`config.mk`:
```
export PLATFORM = sky130hd
export DESIGN_NAME = operand_fetch_flat
export DESIGN_NICKNAME = d
export VERILOG_FILES = /design/src/rtl/regfile_pkg.sv /design/src/rtl/operand_fetch_if.sv /design/src/rtl/operand_bypass.sv /design/src/rtl/operand_fetch.sv /design/src/flat_wrapper.sv
export SDC_FILE = /design/constraint.sdc
export NUM_CORES = 1
export LEC_CHECK = 0
export CAP_MARGIN = 20
export CORE_MARGIN = 5
export CORE_UTILIZATION = 35
export DETAILED_ROUTE_END_ITERATION = 8
export GPL_TIMING_DRIVEN = 0
export PLACE_DENSITY = 0.66
export SYNTH_ARGS = -nofsm -noshare
export SYNTH_HDL_FRONTEND = slang
export SYNTH_SLANG_ARGS = --single-unit
```
`constraint.sdc`:
```
create_clock -name clk -period 4.7 [get_ports clk]
set_input_delay 0.94 -clock clk [delete_from_list [all_inputs] [get_ports clk]]
set_output_delay 0.94 -clock clk [all_outputs]
set_load 0.01 [all_outputs]
```
`src/rtl/regfile_pkg.sv`:
```
// regfile_pkg -- shared widths, types and the decode request record for the
// operand fetch slice.
//   DATA_W    register / operand width
//   ADDR_W    register address width
//   NUM_REGS  number of architectural registers
//   reg_addr_t, word_t, fetch_req_t {src1, src2, dst}
package regfile_pkg;

  localparam int DATA_W   = 32;
  localparam int ADDR_W   = 6;
  localparam int NUM_REGS = 2 ** ADDR_W;

  typedef logic [ADDR_W-1:0] reg_addr_t;
  typedef logic [DATA_W-1:0] word_t;

  typedef struct packed {
    reg_addr_t src1;
    reg_addr_t src2;
    reg_addr_t dst;
  } fetch_req_t;

endpackage

```
`src/rtl/operand_fetch_if.sv`:
```
// operand_fetch_if -- bundles the decode, writeback, register-file and execute
// signals of the operand fetch unit.
//   master : operand_fetch view (drives dec_ready, rf_*, op_valid/op_a/op_b/op_dst)
//   slave  : environment view (decode, writeback, regfile, execute)
interface operand_fetch_if;
  import regfile_pkg::*;

  logic      dec_valid;
  logic      dec_ready;
  reg_addr_t dec_src1;
  reg_addr_t dec_src2;
  reg_addr_t dec_dst;

  logic      wb_valid;
  reg_addr_t wb_addr;
  word_t     wb_data;

  logic      rf_we1;
  reg_addr_t rf_wa;
  word_t     rf_wd;
  reg_addr_t rf_ra1;
  reg_addr_t rf_ra2;
  word_t     rf_rd1;
  word_t     rf_rd2;

  logic      op_valid;
  logic      op_ready;
  word_t     op_a;
  word_t     op_b;
  reg_addr_t op_dst;

  modport master (
    input  dec_valid, dec_src1, dec_src2, dec_dst,
    output dec_ready,
    input  wb_valid, wb_addr, wb_data,
    output rf_we1, rf_wa, rf_wd, rf_ra1, rf_ra2,
    input  rf_rd1, rf_rd2,
    output op_valid, op_a, op_b, op_dst,
    input  op_ready
  );

  modport slave (
    output dec_valid, dec_src1, dec_src2, dec_dst,
    input  dec_ready,
    output wb_valid, wb_addr, wb_data,
    input  rf_we1, rf_wa, rf_wd, rf_ra1, rf_ra2,
    output rf_rd1, rf_rd2,
    input  op_valid, op_a, op_b, op_dst,
    output op_ready
  );

endinterface

```
`src/rtl/operand_bypass.sv`:
```
// operand_bypass -- per-operand forwarding for the S1 stage.
//   clk, rst  clock, synchronous active-high reset (clears the forward flag)
//   rec_addr  address the regfile samples at this edge (rf_raN)
//   src       source register of the operand currently in S1
//   wb_*      writeback of the current cycle
//   rf_rd     registered regfile read data
//   opnd      forwarded operand
// Select priority: writeback this cycle, then writeback seen at the edge the
// regfile sampled src (its read returned the old value), then rf_rd.
// Optional macro OPERAND_FETCH_ZERO_REG_EN: register 0 always reads as zero.
module operand_bypass
  import regfile_pkg::*;
(
  input  logic      clk,
  input  logic      rst,
  input  reg_addr_t rec_addr,
  input  reg_addr_t src,
  input  logic      wb_valid,
  input  reg_addr_t wb_addr,
  input  word_t     wb_data,
  input  word_t     rf_rd,
  output word_t     opnd
);

  logic  fwd_vld_p0;
  word_t fwd_data_p0;

  // previous-cycle write record, taken against whatever the regfile reads now
  always_ff @(posedge clk) begin
    if (rst) fwd_vld_p0 <= 1'b0;
    else     fwd_vld_p0 <= wb_valid && (wb_addr == rec_addr);
  end

  always_ff @(posedge clk) begin
    if (wb_valid && (wb_addr == rec_addr)) fwd_data_p0 <= wb_data;
  end

  always_comb begin
    opnd = rf_rd;
    if (wb_valid && (wb_addr == src)) opnd = wb_data;
    else if (fwd_vld_p0)              opnd = fwd_data_p0;
`ifdef OPERAND_FETCH_ZERO_REG_EN
    if (src == '0) opnd = '0;
`endif
  end

endmodule

```
`src/rtl/operand_fetch.sv`:
```
// operand_fetch -- requester side of a 2R/1W register file between decode
// and execute. Two stages: S1 waits for the registered read, S2 presents
// operands. Valid/ready on both sides, one op per cycle.
//   clk, rst  clock, synchronous active-high reset
//   bus       operand_fetch_if.master: decode request, writeback, regfile
//             ports (write port driven from writeback), operands to execute
// Optional macro OPERAND_FETCH_ZERO_REG_EN: register 0 is hardwired to zero
// and writes to it are suppressed.
module operand_fetch
  import regfile_pkg::*;
(
  input logic clk,
  input logic rst,
  operand_fetch_if.master bus
);

  logic       s1_vld_p1;
  fetch_req_t s1_req_p1;
  logic       vld_p2;
  fetch_req_t s2_req_p2;
  word_t      op_a_p2;
  word_t      op_b_p2;

  logic       s1_move;
  logic       s2_move;
  logic       accept;
  reg_addr_t  ra1;
  reg_addr_t  ra2;
  word_t      fwd_a;
  word_t      fwd_b;

  // Update of a held operand by a writeback to its source.
  function automatic word_t hold_upd(input word_t cur, input reg_addr_t src,
                                     input logic wv, input reg_addr_t wa,
                                     input word_t wd);
    word_t r;
    r = cur;
    if (wv && (wa == src)) r = wd;
`ifdef OPERAND_FETCH_ZERO_REG_EN
    if (src == '0) r = '0;
`endif
    return r;
  endfunction

  assign s2_move       = !vld_p2 || bus.op_ready;
  assign s1_move       = s1_vld_p1 && s2_move;
  assign bus.dec_ready = !s1_vld_p1 || s1_move;
  assign accept        = bus.dec_valid && bus.dec_ready;

  // A stalled S1 keeps re-reading its own sources so rf_rd stays current.
  assign ra1        = accept ? bus.dec_src1 : s1_req_p1.src1;
  assign ra2        = accept ? bus.dec_src2 : s1_req_p1.src2;
  assign bus.rf_ra1 = ra1;
  assign bus.rf_ra2 = ra2;

`ifdef OPERAND_FETCH_ZERO_REG_EN
  assign bus.rf_we1 = bus.wb_valid && (bus.wb_addr != '0);
`else
  assign bus.rf_we1 = bus.wb_valid;
`endif
  assign bus.rf_wa  = bus.wb_addr;
  assign bus.rf_wd  = bus.wb_data;

  operand_bypass u_byp_a (
    .clk(clk), .rst(rst), .rec_addr(ra1), .src(s1_req_p1.src1),
    .wb_valid(bus.wb_valid), .wb_addr(bus.wb_addr), .wb_data(bus.wb_data),
    .rf_rd(bus.rf_rd1), .opnd(fwd_a)
  );

  operand_bypass u_byp_b (
    .clk(clk), .rst(rst), .rec_addr(ra2), .src(s1_req_p1.src2),
    .wb_valid(bus.wb_valid), .wb_addr(bus.wb_addr), .wb_data(bus.wb_data),
    .rf_rd(bus.rf_rd2), .opnd(fwd_b)
  );

  // ---- S1: read wait ----
  always_ff @(posedge clk) begin
    if (rst)          s1_vld_p1 <= 1'b0;
    else if (accept)  s1_vld_p1 <= 1'b1;
    else if (s1_move) s1_vld_p1 <= 1'b0;
  end

  always_ff @(posedge clk) begin
    if (accept) s1_req_p1 <= '{src1: bus.dec_src1, src2: bus.dec_src2, dst: bus.dec_dst};
  end

  // ---- S2: operand out ----
  always_ff @(posedge clk) begin
    if (rst)          vld_p2 <= 1'b0;
    else if (s2_move) vld_p2 <= s1_vld_p1;
  end

  always_ff @(posedge clk) begin
    if (rst) begin
      s2_req_p2 <= '0;
      op_a_p2   <= '0;
      op_b_p2   <= '0;
    end else if (s1_move) begin
      s2_req_p2 <= s1_req_p1;
      op_a_p2   <= fwd_a;
      op_b_p2   <= fwd_b;
    end else if (vld_p2 && !bus.op_ready) begin
      op_a_p2 <= hold_upd(op_a_p2, s2_req_p2.src1, bus.wb_valid, bus.wb_addr, bus.wb_data);
      op_b_p2 <= hold_upd(op_b_p2, s2_req_p2.src2, bus.wb_valid, bus.wb_addr, bus.wb_data);
    end
  end

  assign bus.op_valid = vld_p2;
  assign bus.op_a     = op_a_p2;
  assign bus.op_b     = op_b_p2;
  assign bus.op_dst   = s2_req_p2.dst;

endmodule

```
`src/flat_wrapper.sv`:
```
// flat-port wrapper written by rule: the top's interface ports become plain ports
module operand_fetch_flat import regfile_pkg::*;
  (clk, rst, bus_dec_valid, bus_dec_src1, bus_dec_src2, bus_dec_dst, bus_dec_ready, bus_wb_valid, bus_wb_addr, bus_wb_data, bus_rf_we1, bus_rf_wa, bus_rf_wd, bus_rf_ra1, bus_rf_ra2, bus_rf_rd1, bus_rf_rd2, bus_op_valid, bus_op_a, bus_op_b, bus_op_dst, bus_op_ready);
  operand_fetch_if bus_i ();
  input logic clk;
  input logic rst;
  input wire logic [$bits(bus_i.dec_valid)-1:0] bus_dec_valid;
  input wire logic [$bits(bus_i.dec_src1)-1:0] bus_dec_src1;
  input wire logic [$bits(bus_i.dec_src2)-1:0] bus_dec_src2;
  input wire logic [$bits(bus_i.dec_dst)-1:0] bus_dec_dst;
  output wire logic [$bits(bus_i.dec_ready)-1:0] bus_dec_ready;
  input wire logic [$bits(bus_i.wb_valid)-1:0] bus_wb_valid;
  input wire logic [$bits(bus_i.wb_addr)-1:0] bus_wb_addr;
  input wire logic [$bits(bus_i.wb_data)-1:0] bus_wb_data;
  output wire logic [$bits(bus_i.rf_we1)-1:0] bus_rf_we1;
  output wire logic [$bits(bus_i.rf_wa)-1:0] bus_rf_wa;
  output wire logic [$bits(bus_i.rf_wd)-1:0] bus_rf_wd;
  output wire logic [$bits(bus_i.rf_ra1)-1:0] bus_rf_ra1;
  output wire logic [$bits(bus_i.rf_ra2)-1:0] bus_rf_ra2;
  input wire logic [$bits(bus_i.rf_rd1)-1:0] bus_rf_rd1;
  input wire logic [$bits(bus_i.rf_rd2)-1:0] bus_rf_rd2;
  output wire logic [$bits(bus_i.op_valid)-1:0] bus_op_valid;
  output wire logic [$bits(bus_i.op_a)-1:0] bus_op_a;
  output wire logic [$bits(bus_i.op_b)-1:0] bus_op_b;
  output wire logic [$bits(bus_i.op_dst)-1:0] bus_op_dst;
  input wire logic [$bits(bus_i.op_ready)-1:0] bus_op_ready;
  assign bus_i.dec_valid = bus_dec_valid;
  assign bus_i.dec_src1 = bus_dec_src1;
  assign bus_i.dec_src2 = bus_dec_src2;
  assign bus_i.dec_dst = bus_dec_dst;
  assign bus_dec_ready = bus_i.dec_ready;
  assign bus_i.wb_valid = bus_wb_valid;
  assign bus_i.wb_addr = bus_wb_addr;
  assign bus_i.wb_data = bus_wb_data;
  assign bus_rf_we1 = bus_i.rf_we1;
  assign bus_rf_wa = bus_i.rf_wa;
  assign bus_rf_wd = bus_i.rf_wd;
  assign bus_rf_ra1 = bus_i.rf_ra1;
  assign bus_rf_ra2 = bus_i.rf_ra2;
  assign bus_i.rf_rd1 = bus_rf_rd1;
  assign bus_i.rf_rd2 = bus_rf_rd2;
  assign bus_op_valid = bus_i.op_valid;
  assign bus_op_a = bus_i.op_a;
  assign bus_op_b = bus_i.op_b;
  assign bus_op_dst = bus_i.op_dst;
  assign bus_i.op_ready = bus_op_ready;
  operand_fetch u_core (.clk(clk), .rst(rst), .bus(bus_i));
endmodule
```
Word level (Yosys, flattened, before mapping)
Cells that the tools add are included.
Widths: inputs -> output; s select.
{"block": "classes", "eq_ne": 6, "mux": 14, "n_reduce_logical": 20}
{"operator": "$mux 32", "n": 10}
{"operator": "$eq 6x6->1", "n": 6}
{"operator": "$mux 6", "n": 2}
{"operator": "$logic_and 1x1->1", "n": 9}
{"operator": "$reduce_bool 2->1", "n": 4}
{"operator": "$reduce_and 2->1", "n": 2}
{"operator": "$logic_not 1->1", "n": 3}
{"operator": "$logic_or 1x1->1", "n": 2}
{"operator": "$mux 1", "n": 2}
{"block": "totals", "register_bits": 168, "in_bits": 125}

Logic depth before layout (Yosys ltp)
Gate-level depths: netlist (run 1).
{"block": "depth", "ltp_word": 8, "mapped_depth": 8, "mapped_depth_nobuf": 6}

By module
Synthesis (run 1) repeated with hierarchy kept, for this count alone.
{"block": "hier_totals", "hier_cells": 725, "area_unflattened_um2": 9296.4}
{"module": "operand_fetch", "n_inst": 1, "cells_each": 481, "area_per_inst_um2": 5487.8, "seq_area_each_um2": 2222.1}
{"module": "operand_bypass", "n_inst": 2, "cells_each": 122, "area_per_inst_um2": 1904.3, "seq_area_each_um2": 980.9}

Worst setup path before layout (run 1)
No wires, ideal clock.
{"block": "synth_timing", "kind": "input -> register", "start": "input port bus_op_ready", "end": "register u_core.u_byp_a.fwd_data_p0[0], enable pin", "setup_time_ps": 441, "arrival_time_ps": 4668, "slack_ps": -410, "path_stages": 6, "cell_sequence": "and3b_1 buf_6 nor2_1 mux2_2 xor2_1 nor4b_2"}
{"block": "synth_between", "elab_chain_cells": 7}
{"element": "start: declaration", "line": "flat_wrapper.sv:26", "source": "input wire logic [$bits(bus_i.op_ready)-1:0] bus_op_ready;"}
{"element": "$logic_or 1x1->1", "line": "operand_fetch.sv:45", "source": "assign s2_move = !vld_p2 || bus.op_ready;"}
{"element": "$logic_and 1x1->1", "line": "operand_fetch.sv:46", "source": "assign s1_move = s1_vld_p1 && s2_move;"}
{"element": "$logic_or 1x1->1", "line": "operand_fetch.sv:47", "source": "assign bus.dec_ready = !s1_vld_p1 || s1_move;"}
{"element": "$logic_and 1x1->1", "line": "operand_fetch.sv:48", "source": "assign accept = bus.dec_valid && bus.dec_ready;"}
{"element": "net u_core.accept", "line": "operand_fetch.sv:26", "source": "logic accept;"}
{"element": "$mux 6", "line": "operand_fetch.sv:51", "source": "assign ra1 = accept ? bus.dec_src1 : s1_req_p1.src1;"}
{"element": "net bus_rf_ra1[0]", "line": "flat_wrapper.sv:18", "source": "output wire logic [$bits(bus_i.rf_ra1)-1:0] bus_rf_ra1;"}
{"element": "$eq 6x6->1", "line": "operand_bypass.sv:35", "source": "if (wb_valid && (wb_addr == rec_addr)) fwd_data_p0 <= wb_data;"}
{"element": "$logic_and 1x1->1", "line": "operand_bypass.sv:35"}
{"element": "end signal: assignment", "line": "operand_bypass.sv:35"}
{"element": "end: declaration", "line": "operand_bypass.sv:26", "source": "word_t fwd_data_p0;"}
The timed path passes the listed nets, and every way through them passes these cells.
A chain may end at the register's enable or synchronous reset.

Worst setup path after layout (run 1)
{"block": "layout_timing", "start": "input port bus_op_ready", "end": "output port bus_rf_ra1[0]"}
{"block": "layout_between", "elab_chain_cells": 5}
{"element": "$logic_or 1x1->1", "line": "operand_fetch.sv:45"}
{"element": "$logic_and 1x1->1", "line": "operand_fetch.sv:46"}
{"element": "$logic_or 1x1->1", "line": "operand_fetch.sv:47"}
{"element": "$logic_and 1x1->1", "line": "operand_fetch.sv:48"}
{"element": "net u_core.accept", "line": "operand_fetch.sv:26"}
{"element": "$mux 6", "line": "operand_fetch.sv:51"}
{"element": "end: declaration", "line": "flat_wrapper.sv:18"}
The timed path passes the listed nets, and every way through them passes these cells.

==> summary.txt, run 1 <==
Clock tree
  • CTS Buffer Depth: 2
  • Root buf cell: clkbuf_16
  • CTS hold repair buffers: 0
  • PostCTS Resize Cnt: 0
  • CTS Sinks: 168
  • CTS H-tree depth: 4
  • Worst-skew pair later-pin latency: 0.42 ns
  • Post-CTS setup buffer count: 0
  • Total CTS buffers: 17
  • Clk slew on worst S/H paths: 0.06 ns
  • CTS tree: done

Global routing
  • Grt total ovfl: 0
  • Largest net degree at the start of global routing: 18
  • Number of global-route vias before repair: 5870
  • Initial antenna violation count: 0
  • First-pass GRT wire length: 35000 um
  • Total track usage: 17.5%

Routing
  • DRT Pass-1 Iters: 4
  • Drt total wl: 22500 um
  • Residual DRC: 0
  • WL/cell: 19.1 um
  • Routed Antenna Nets: 0
  • Vias: 5620
  • 1st-iter DRT viols: 227
  • Vias per std cell: 4.78

Die
  • Die Span Y: 159 um
  • Core ar.: 21800 um2
  • # IOs: 248
  • Num rows: 54
  • Die width: 159 um
  • Die footprint: 25200 um2
  • Starting Density: 35.5%

Worst hold path
  • Worst hold path class: flop to flop

Setup path
  • Critical path endpoint category: output pin
  • CP max-delay cell: clkdlybuf4s50_1
  • CP bufs+invs: 4
  • Most used cell, CP: clkdlybuf4s50_1
  • Critical path's top delay family: buffers and inverters
  • Crit path DAT: 3.34 ns
  • Crit-path cells: clkdlybuf4s50_1 > and3b_1 > buf_6 > nor2_2 > buf_8 > mux2_2 > clkdlybuf4s50_1
  • CP peak stage delay: 0.49 ns
  • Startpoint Class: input pin
  • Setup CP Type: input pin to output pin
  • WP data required: 3.76 ns
  • Crit-path max FO: 11

Power and ir drop
  • VDD IR-drop max: 234 uV
  • Power per cell area: 333 nW/um2
  • Leakage: 3.96 nW

Yosys
  • Synth Instances: 618
  • Register area share after synthesis: 54.0%
  • Mean post-synth cell area: 12.5 um2
  • Top post-synthesis cells by area: edfxtp_1, dfxtp_1, mux2_2, mux2i_1, o2bb2ai_1
  • Cell Area, Synth: 7740 um2
  • Yosys Warn Count: 0
  • Yosys top cell by area: edfxtp_1
  • Synth top area share: 31.8%
  • Mapped Nets: 743
  • EDFF count, synth: 82
  • Flops & latches, synth: 168
  • Synth unique cells: 37
  • Post-synth top flop: dfxtp_1
  • Synth async-reset ratio: 0%

STA
  • Clock Skew: 0.0132 ns
  • WHS: 0.458 ns
  • Fmax: 234 MHz
  • Fin crit period: 4.28 ns
  • Final setup violation count: 0
  • Final Hold Viols: 0
  • Slew of the pin with the lowest slew margin: 0.850 ns
  • RSZ-0062 raised after global routing: false
  • Fin crit share: 91.1%
  • Slew Limit Fails: 0
  • Rel. slew slack: 42.9%
  • Setup_tns: 0 ns

Run status
  • Status: complete, no violations

Job
  • Total of max-cap violations: 0

Cells and area
  • Commonest non-fill, non-tap cell in the layout: clkdlybuf4s50_1
  • Core Util, Final: 51.6%
  • Fillers: 1961
  • Multi-input logic area: 3010 um2
  • FF/Latch Area: 4180 um2
  • Fin nets: 1007
  • Share of cells above drive strength 1: 19.6%
  • Antenna Diode Count: 0
  • Area growth syn-to-layout: 45.4%
  • Most frequent cells in the layout: clkdlybuf4s50_1, dfxtp_1, edfxtp_1, mux2_2

Placement
  • Dpl hpwl: 16300 um
  • GPL Wtd Cong: 0.795
  • I/O Buffers: 240
logic make-up after synthesis:
family,after synthesis,synth area share (%)
AND/OR/NAND/NOR,95,6.53
multiplexers,130,17.9
buffers and inverters,92,7.26
XOR/XNOR,35,3.96
flip-flops,168,54.0
AO/OA/AOI/OAI,98,10.3
worst paths after layout:
kind / start / end / slack [ns] / cells after the start
worst min register to register: u_core.bus.op_dst[3] / u_core.bus.op_dst[3] / 0.46 / 2
worst min-delay path: u_core.bus.op_dst[3] / u_core.bus.op_dst[3] / 0.46 / 2
worst max register to register: u_core.s1_vld_p1 / u_core.u_byp_a.fwd_data_p0[14] / 1.33 / 9
worst max-delay path: bus_op_ready / bus_rf_ra1[0] / 0.42 / 7
state kept, by name (all words and copies together) (netlist names):
| signal | cells |
|---|---|
| u_core.s2_req_p2 | 12 |
| u_core.u_byp_a.fwd_vld_p0 | 1 |
| u_core.bus.op_b | 32 |
| u_core.s1_vld_p1 | 1 |
| u_core.bus.op_dst | 6 |
| u_core.u_byp_a.fwd_data_p0 | 32 |
| u_core.u_byp_b.fwd_data_p0 | 32 |
| u_core.u_byp_b.fwd_vld_p0 | 1 |
| u_core.bus.op_valid | 1 |
| u_core.bus.op_a | 32 |
| u_core.s1_req_p1 | 18 |
stage by stage:
step                      std cells  total power (W)  cell area [um2]  setup slack [ns]
final                          1175          0.00375            11300             0.418
after global routing           1175          0.00390            11300             0.269
after CTS                      1175          0.00380            11300             0.393
after detailed placement       1143          0.00222            10600             0.172
after global placement         1138          0.00221            10500             -1.59
after floorplan                 618          0.00191             7750             0.313
area by class of cell:
| cell class | instances | share of cell area, % |
|---|---|---|
| inverter | 2 | 0.0667 |
| clock buffer | 21 | 4.28 |
| buffer | 90 | 4.92 |
| clock inverter | 11 | 1.62 |
| tap | 280 | 3.11 |
| sequential | 168 | 37.2 |
| multi-input combinational | 358 | 26.7 |
| timing repair buffer | 245 | 22.1 |
report_power, final:
part           total (W)  switching [W]  internal [W]
Combinational   0.000562       0.000242      0.000320
Clock            0.00156       0.000600      0.000963
Sequential       0.00162      0.0000311       0.00159
worst reg2reg max path, delay by kind of cell, from the launching register on:
kind,cells,cell delay (ns)
simple gates,3,1.38
mux,1,0.37
xor+xnor,1,0.19
flops,1,0.34
buf+inv,4,0.79
cells in the mapped netlist, types with 8 or more instances:
cell / number
buf_4: 45
o2bb2ai_1: 64
a21oi_1: 20
nand2_1: 48
edfxtp_1: 82
dfxtp_1: 86
clkbuf_1: 26
xnor2_1: 13
xor2_1: 22
o211ai_1: 8
mux2i_1: 64
nand2b_1: 11
nand4b_1: 9
mux2_2: 66
buf_2: 14
nor2_1: 8
per-layer routing:
layer / GRT usage, % / vias up / wire length (um)
met1: 23.4 / 2664 / 10300
met3: 4.69 / 11 / 1310
li1: - / 2765 / -
met5: 0 / - / 0
met4: 3.83 / 0 / 206
met2: 28.6 / 180 / 10700
Note: power is estimated with default switching activity, not from simulation.
==> run 2: changes to the inputs <==
--- a/config.mk
+++ b/config.mk
@@ -9,7 +9,8 @@
 export CORE_MARGIN = 5
 export CORE_UTILIZATION = 35
 export DETAILED_ROUTE_END_ITERATION = 8
-export GPL_TIMING_DRIVEN = 0
+export GPL_TIMING_DRIVEN = 1
+export HOLD_SLACK_MARGIN = 0.03
 export PLACE_DENSITY = 0.66
 export SYNTH_ARGS = -nofsm -noshare
 export SYNTH_HDL_FRONTEND = slang
==> run 2 against run 1 <==
Critical path depth fell by 2. Die area did not move. Clock-buffer cell count fell by 2. Hold slack got worse by 0.00059 ns. Sequential share of layout area rose by 1.6 points. Clock power fell by 13%. Largest power group unchanged. Register-to-register slack improved by 0.28 ns.
==> summary.txt, run 2 (same netlist as run 1, synthesis figures left out) <==
Setup path
  • Crit-path max FO: 12 (+1)
  • Setup CP Type: input pin to output pin
  • Crit path DAT: 2.98 ns (-0.36 ns)
  • Startpoint Class: input pin
  • Critical path endpoint category: output pin
  • Path depth of the worst reg2reg path: 6 (-3)
  • WP data required: 3.76 ns (about the same)

Global routing
  • Initial antenna violation count: 1 (+1)
  • Number of global-route vias before repair: 5807 (-1.1%)
  • Total track usage: 17.5% (-0.031 points)
  • Largest net degree at the start of global routing: 33 (+15)
  • First-pass GRT wire length: 35000 um (unchanged)
  • Grt total ovfl: 0 (unchanged)

Power and ir drop
  • VDD IR-drop max: 213 uV (-9.2%)
  • Power per cell area: 327 nW/um2 (-1.9%)
  • Net Sw Power: 0.000886 W (+1.5%)
  • Leakage: 3.65 nW (-7.7%)
  • Int Pwr: 0.00264 W (-8.0%)
  • Sequential fraction of design power: 46.1% (+2.8 points)
  • Combinational power share: 15.2% (+0.2 points)
  • Clock network power share: 38.7% (-3.0 points)
  • Switch share: 25.1% (+1.8 points)

Worst hold path
  • Worst hold path class: flop to flop
  • Worst hold stages: 2 (unchanged)

Placement
  • GPL Wtd Cong: 0.758 (-4.6%)
  • Dpl hpwl: 14900 um (-8.5%)
  • I/O Buffers: 247 (+2.9%)
  • Pre-CTS WS: 0.790 ns (+0.617 ns)

Routing
  • Residual DRC: 0 (unchanged)
  • DRT Pass-1 Iters: 4 (unchanged)
  • Drt total wl: 22500 um (-0.12%)
  • Routed Antenna Nets: 0 (unchanged)
  • Vias per std cell: 4.97 (+3.9%)
  • Vias: 5495 (-2.2%)
  • 1st-iter DRT viols: 232 (+2.2%)
  • WL/cell: 20.3 um (+6.1%)

STA
  • Final Hold Viols: 0 (unchanged)
  • Fin crit share: 83.4% (-7.7 points)
  • Rel. slew slack: 28.7% (-14 points)
  • Fmax: 255 MHz (+9.2%)
  • Clock Skew: 0.0102 ns (-0.00304 ns)
  • RSZ-0062 raised after global routing: false
  • Slew of the pin with the lowest slew margin: 1.07 ns (+0.217 ns)
  • Setup ws final: 0.778 ns (+0.360 ns)
  • Setup_tns: 0 ns (unchanged)
  • Fin crit period: 3.92 ns (-0.360 ns)
  • Slew Limit Fails: 0 (unchanged)
  • Final setup violation count: 0 (unchanged)

Clock tree
  • Root buf cell: clkbuf_16
  • CTS H-tree depth: 4 (unchanged)
  • Worst-skew pair later-pin latency: 0.42 ns (about the same)
  • PostCTS Resize Cnt: 0 (unchanged)
  • CTS tree: done
  • Post-CTS setup buffer count: 0 (unchanged)
  • CTS Sinks: 168 (unchanged)
  • CTS Buffer Depth: 2 (unchanged)
  • Total CTS buffers: 17 (unchanged)
  • CTS hold repair buffers: 0 (unchanged)
  • Clk slew on worst S/H paths: 0.06 ns (about the same)

Run status
  • Status: complete, no violations

Cells and area
  • Share of cells above drive strength 1: 16.0% (-3.6 points)
  • Antenna Diode Count: 0 (unchanged)
  • Area growth syn-to-layout: 39.6%
  • Core Util, Final: 49.5% (-2.1 points)
  • Most frequent cells in the layout: clkdlybuf4s50_1, dfxtp_1, edfxtp_1, mux2_2
  • Fin nets: 938 (-6.9%)
  • Commonest non-fill, non-tap cell in the layout: clkdlybuf4s50_1

Die
  • Die width: 159 um (unchanged)
  • Starting Density: 35.5% (unchanged)
  • Core ar.: 21800 um2 (unchanged)
  • Die footprint: 25200 um2 (unchanged)
  • Die Span Y: 159 um (unchanged)
  • # IOs: 248 (unchanged)
  • Num rows: 54 (unchanged)

Job
  • Total of max-cap violations: 0 (unchanged)
==> run 2: changes by cell type in the layout (fill, tap and decap cells not counted), sizes merged <==
cell           before  now
buf                69   19
bufinv              4    1
clkbuf             47   19
clkdlybuf4s50     240  247
clkinv              0    2
clkinvlp            3    6
==> run 2: area by class of cell <==
type | count | area, um2
Clock buffer | 19 | 443
Multi-Input combinational cell | 358 | 3060
Sequential cell | 168 | 4190
Clock inverter | 13 | 123
Tap cell | 280 | 350
Inverter | 2 | 7.51
Timing Repair Buffer | 266 | 2640
Fill cell | 1999 | 11000
==> run 2: critical path, cell delays in order <==
cell	delay, ns
clkdlybuf4s50_1	0.47
and3b_1	0.34
nor2_2	0.32
mux2_2	0.40
clkdlybuf4s50_1	0.50
==> run 2: per-layer routing <==
layer | vias to the layer above | wire, um | global-route usage, % | part of all wire [%]
met5 | - | 20 | 0 | 0.089
met3 | 15 | 1370 | 4.69 | 6.1
met2 | 189 | 10500 | 28.4 | 47
li1 | 2634 | - | - | -
met1 | 2655 | 10400 | 23.3 | 46
met4 | 2 | 233 | 4.26 | 1.0
==> run 2: final timing paths <==
kind / slack (ns) / from / end
worst min register to register: 0.46 / u_core.bus.op_dst[4] / u_core.bus.op_dst[4]
worst min-delay path: 0.46 / u_core.bus.op_dst[4] / u_core.bus.op_dst[4]
worst max register to register: 1.61 / u_core.s1_vld_p1 / u_core.u_byp_a.fwd_data_p0[1]
worst max-delay path: 0.78 / bus_op_ready / bus_rf_ra2[2]
==> run 2: metrics by stage <==
step | std cells | hold WS, ns | instance area (um2) | power [W]
final | 1106 | 0.457 | 10800 | 0.00353
after global routing | 1106 | 0.481 | 10800 | 0.00368
after CTS | 1106 | 0.457 | 10800 | 0.00357
after detailed placement | 1074 | 0.445 | 10200 | 0.00220
after global placement | 1074 | 0.442 | 10200 | 0.00220
after floorplan | 618 | 0.437 | 7750 | 0.00191
==> run 2: power groups by stage <==
stage / Sequential (W) / Combinational (W) / Clock (W)
after floorplan: 0.00166 / 0.000251 / 0
after global placement: 0.00166 / 0.000538 / 0
after detailed placement: 0.00166 / 0.000541 / 0
after CTS: 0.00163 / 0.000545 / 0.00140
after global routing: 0.00163 / 0.000578 / 0.00147
final: 0.00163 / 0.000537 / 0.00136
==> RTL edit 1 (config.mk and constraints of run 2) <==
The option `OPERAND_FETCH_ZERO_REG_EN` is turned on by a define.
--- a/src/rtl/operand_bypass.sv
+++ b/src/rtl/operand_bypass.sv
@@ -9,4 +9,6 @@
 // regfile sampled src (its read returned the old value), then rf_rd.
 // Optional macro OPERAND_FETCH_ZERO_REG_EN: register 0 always reads as zero.
+`define OPERAND_FETCH_ZERO_REG_EN
+
 module operand_bypass
   import regfile_pkg::*;
Function: changed (a bounded check fails within 4 cycles, from zero or initial values and one cycle with rst high).
==> RTL edit 1 against run 2 <==
Design area up 0.91%; non-clock buffer count down 4; setup slack worse by 0.014 ns; via count up 15%; fmax down 0.35%; routed wire length up 9.5%; global-route usage up 1.3 points; sequential cell count unchanged; power up 8.2%; area after synthesis up 1.4%; critical path type unchanged; largest cell class unchanged; highest routed layer unchanged.
==> RTL edit 1: results (changes against run 2) <==
run_status:
  status: "finished clean"
finish:
  drive_gt1_share_pct: 14.3  # -1.7 points
  fin_nets: 1017  # +8.4%
  diodes: 0  # unchanged
  nFillCells: 2005  # +0.30%
yosys:
  ys_top_cells_by_count: "dfxtp_1, edfxtp_1, nor2_1"
  yosys-top-cells-area: "edfxtp_1, dfxtp_1, mux2_2"
  synth.avg_cell_area_sq_um: 11.0  # -13%
  ys_types: 35  # -5.4%
  syn_nets: 842  # +13%
  seq_area_frac_synth_pct: 53.3  # -0.77 points
  synthArstFlopShare_pct: 0  # unchanged
placed_design:
  post_dp_cell_area_sq_um: 10200  # about the same
  pre_cts_ws_ns: 0.800  # +0.0106 ns
  dp_cells: 1151  # +7.2%
  gp_congestion: 0.839  # +11%
  hpwlAfterDp_um: 16400  # +9.8%
cts:
  clockBufferDepth: 2  # unchanged
  clk_latency_ns: 0.42  # about the same
  numCtsBuffers: 17  # unchanged
  root_buffer: "clkbuf_16"
drt:
  drt_iter0_markers: 358  # +54%
  drt-total-wl_um: 24600  # +9.5%
  drt_pass1_iterations: 5  # +1
  avgViaCountPerCell: 5.31  # +6.9%
  wl_per_cell_um: 20.8  # +2.2%
critical_path:
  max_stage_delay_ns: 1.01  # +0.51 ns
  path_max_fanout: 26  # +14
  cp_top_family: "buffers and inverters"
  slowest_stage: "clkdlybuf4s50_1"
  worstPathArrival_ns: 3.00  # +0.02 ns
global_routing:
  grt_usage_pct: 18.7  # +1.3 points
  grt_pass1_vias: 6416  # +10%
  grt_pass1_wl_um: 38300  # +9.2%
  grt_max_degree: 87  # +160%
power_and_ir_drop:
  power.ir.vdd_worst_uv: 212  # -0.14%
  leakage_nw: 3.72  # +2.0%
worst_hold_path:
  hold_class: "reg -> reg"
  hold_depth: 2  # unchanged
sta:
  fin_skew_ns: 0.0110  # +0.000845 ns
  worst_pin_slew_ns: 1.04  # -0.0281 ns
-- RTL edit 1: cell count changes in the layout (fill, tap and decap cells not counted), sizes merged, moves of 4 or more --
cell     before  now
a221oi        0   64
mux2i        64    0
nand2        48   52
nor2          8   72
nor3          4   67
nor4          3    7
o2bb2ai      64    0
xnor2        13   18
xor2         22   18
-- RTL edit 1: worst paths after layout --
kind / slack, ns / endpoint / startpoint
hold reg to reg: 0.46 / u_core.bus.op_dst[4] / u_core.bus.op_dst[4]
setup reg to reg: 1.46 / u_core.u_byp_b.fwd_data_p0[1] / u_core.s1_vld_p1
setup / recovery: 0.76 / bus_rf_ra1[4] / bus_dec_valid
hold / removal: 0.46 / u_core.bus.op_dst[4] / u_core.bus.op_dst[4]
-- RTL edit 1: area by class of cell --
class | instances | area share [%]
Sequential cell | 168 | 38.4
Multi-Input combinational cell | 441 | 28.6
Timing Repair Buffer | 262 | 24.2
Clock buffer | 17 | 3.90
Tap cell | 280 | 3.21
Clock inverter | 15 | 1.70
Inverter | 2 | 0.0688
-- RTL edit 1: per-layer routing --
layer	up-vias	GRT usage, %	wire [um]
met5	-	0	13
met4	2	3.68	323
met3	25	5.62	1830
met2	254	31.0	11700
met1	3048	24.6	10800
li1	2963	-	-
-- RTL edit 1: where the power goes --
part | total, mW | leakage, nW | switching (mW) | internal [mW]
Combinational | 0.691 | 1.97 | 0.335 | 0.356
Sequential | 1.66 | 1.46 | 0.0510 | 1.61
Clock | 1.47 | 0.291 | 0.618 | 0.848
Total | 3.82 | 3.72 | 1.00 | 2.81
-- RTL edit 1: cells by family (layout without fill, tap and decap cells) --
kind of cell / after synthesis / in the layout / synth area share [%]
simple gates: 234 / 234 / 14.1
flops: 168 / 168 / 53.3
buf+inv: 108 / 296 / 7.97
compound gates: 107 / 107 / 11.4
mux: 64 / 64 / 9.18
xor+xnor: 36 / 36 / 4.01
-- RTL edit 1: worst reg2reg max path, stage by stage (launching register included) --
cell	delay (ns)
dfxtp_1	0.81
and3b_1	0.65
o211ai_1	0.25
xor2_1	0.19
nor4_1	0.47
and3_2	0.31
buf_12	0.22
==> RTL edit 2 (settings of run 2) <==
Without the edit above. Reset style: asynchronous (`rst`), changed in 4 clocked blocks. Comments in the files are not updated.
--- a/src/rtl/operand_bypass.sv
+++ b/src/rtl/operand_bypass.sv
@@ -27,5 +27,5 @@
 
   // previous-cycle write record, taken against whatever the regfile reads now
-  always_ff @(posedge clk) begin
+  always_ff @(posedge clk or posedge rst) begin
     if (rst) fwd_vld_p0 <= 1'b0;
     else     fwd_vld_p0 <= wb_valid && (wb_addr == rec_addr);
--- a/src/rtl/operand_fetch.sv
+++ b/src/rtl/operand_fetch.sv
@@ -75,5 +75,5 @@
 
   // ---- S1: read wait ----
-  always_ff @(posedge clk) begin
+  always_ff @(posedge clk or posedge rst) begin
     if (rst)          s1_vld_p1 <= 1'b0;
     else if (accept)  s1_vld_p1 <= 1'b1;
@@ -86,10 +86,10 @@
 
   // ---- S2: operand out ----
-  always_ff @(posedge clk) begin
+  always_ff @(posedge clk or posedge rst) begin
     if (rst)          vld_p2 <= 1'b0;
     else if (s2_move) vld_p2 <= s1_vld_p1;
   end
 
-  always_ff @(posedge clk) begin
+  always_ff @(posedge clk or posedge rst) begin
     if (rst) begin
       s2_req_p2 <= '0;
Function: differs if rst is asserted again (counterexample within 4 cycles, from zero or initial values and one cycle with rst high); with rst held inactive, the same outputs for 4 cycles.
==> RTL edit 2 against run 2 <==
Design area up 2.8%; critical endpoint is now bus_rf_ra1[1]; final cell count up 1.3%; power up 17%; hold slack worse by 0.0093 ns; setup slack worse by 0.038 ns; die area up 4.5%; combinational power up 71%; area after synthesis up 4.8%; sequential cell count unchanged; largest cell class unchanged; routed wire length down 5.3%; sequential power up 9.8%.
==> RTL edit 2: results (changes against run 2) <==
global_routing:
  grt_max_degree: 45  # +36%
  grt_antenna_before_repair: 0  # -1
  grt_pass1_wl_um: 33000  # -5.8%
  grt_usage_pct: 16.1  # -1.3 points
  grt_pass1_vias: 5665  # -2.4%
drt:
  drt_pass1_iterations: 4  # unchanged
  avgViaCountPerCell: 4.78  # -3.8%
  drt-total-wl_um: 21300  # -5.3%
  wl_per_cell_um: 19.0  # -6.5%
  drt_iter0_markers: 263  # +13%
sta:
  worst_pin_slew_ns: 0.897  # -0.170 ns
  worst_slack_ns: 0.740  # -0.0377 ns
  fin_skew_ns: 0.0120  # +0.00184 ns
  whs_ns: 0.448  # -0.00933 ns
cts:
  clockBufferDepth: 2  # unchanged
  post-cts-setup-buffers: 0  # unchanged
placed_design:
  post_dp_cell_area_sq_um: 10500  # +2.7%
  hpwlAfterDp_um: 15000  # +0.33%
  pre_cts_ws_ns: 0.761  # -0.0283 ns
  dp_cells: 1088  # +1.3%
  gp_congestion: 0.803  # +6.0%
  io_buffers: 247  # unchanged
yosys:
  syn_nets: 752  # +1.2%
  yosys-top-cells-area: "edfxtp_1, dfrtp_1, mux2_2"
  ys.flop_type: "dfrtp_1"
  muxShareOfSynthArea_pct: 19.5  # +1.6 points
  netlist_instances: 627  # +1.5%
  yosysMostFrequentCell: "nand2_1"
  synthArstFlopShare_pct: 51.2  # +51 points
  synth_xor_area_share_pct: 3.89  # -0.073 points
  synth_compound_area_share_pct: 5.58  # -4.8 points
  synth_edf_count: 82  # unchanged
  synth_fa_ha_area_share_pct: 0  # unchanged
  ys_warn_count: 0  # unchanged
  ys_types: 29  # -22%
  seq_area_frac_synth_pct: 56.9  # +2.8 points
  ys_top_cells_by_count: "nand2_1, dfrtp_1, edfxtp_1"
power_and_ir_drop:
  finalPower_mw: 4.14  # +17%
  power_clock_mw: 1.43  # +5%
  comb-power_mw: 0.920  # +71%
  p_int_mw: 3.01  # +14%
  leakage_nw: 4.24  # +16%
  power.ir.vdd_worst_uv: 193  # -9.1%
finish:
  fin_nets: 947  # +0.96%
  drive_gt1_share_pct: 16.8  # +0.79 points
  nFillCells: 2047  # +2.4%
run_status:
  status: "finished clean"
critical_path:
  reg2reg_from: "u_core.bus.op_valid"
  crit_path_end: "bus_rf_ra1[1]"
  path_max_fanout: 8  # -4
  ff2ff_setup_slack_ns: 1.84  # +0.23 ns
  worstPathArrival_ns: 3.02  # +0.04 ns
  timing.rr.end: "u_core.u_byp_a.fwd_data_p0[4]"
  rr_worst_depth: 7  # +1
  max_stage_delay_ns: 0.50  # about the same
worst_hold_path:
  worstHoldEndpoint: "u_core.bus.op_dst[3]"
  hold_path_startpoint: "u_core.s1_req_p1[3]"
  hold_depth: 2  # unchanged
-- RTL edit 2: cell types whose count changed after synthesis, moves of 12 or more --
cell              run 2  this run
a21oi_1              20         0
clkbuf_1             26        13
dfrtp_1               0        86
dfxtp_1              86         0
mux2_2               66        78
nand2_1              48        89
o21ai_0               0        50
o21ai_1               0        14
o2bb2ai_1            64         0
-- RTL edit 2: area by class of cell --
type	count	area, sq um	area share [%]
Inverter	4	22.5	0.203
Clock buffer	18	429	3.86
Multi-Input combinational cell	372	2940	26.5
Tap cell	285	357	3.21
Clock inverter	14	161	1.45
Timing Repair Buffer	259	2570	23.2
Sequential cell	168	4620	41.6
-- RTL edit 2: layer usage --
| layer | share of wire (%) | vias up | track usage [%] |
|---|---|---|---|
| li1 | - | 2570 | - |
| met1 | 46 | 2593 | 21.9 |
| met2 | 47 | 167 | 25.8 |
| met3 | 5.0 | 21 | 3.83 |
| met4 | 1.6 | 0 | 4.69 |
| met5 | 0 | - | 0 |
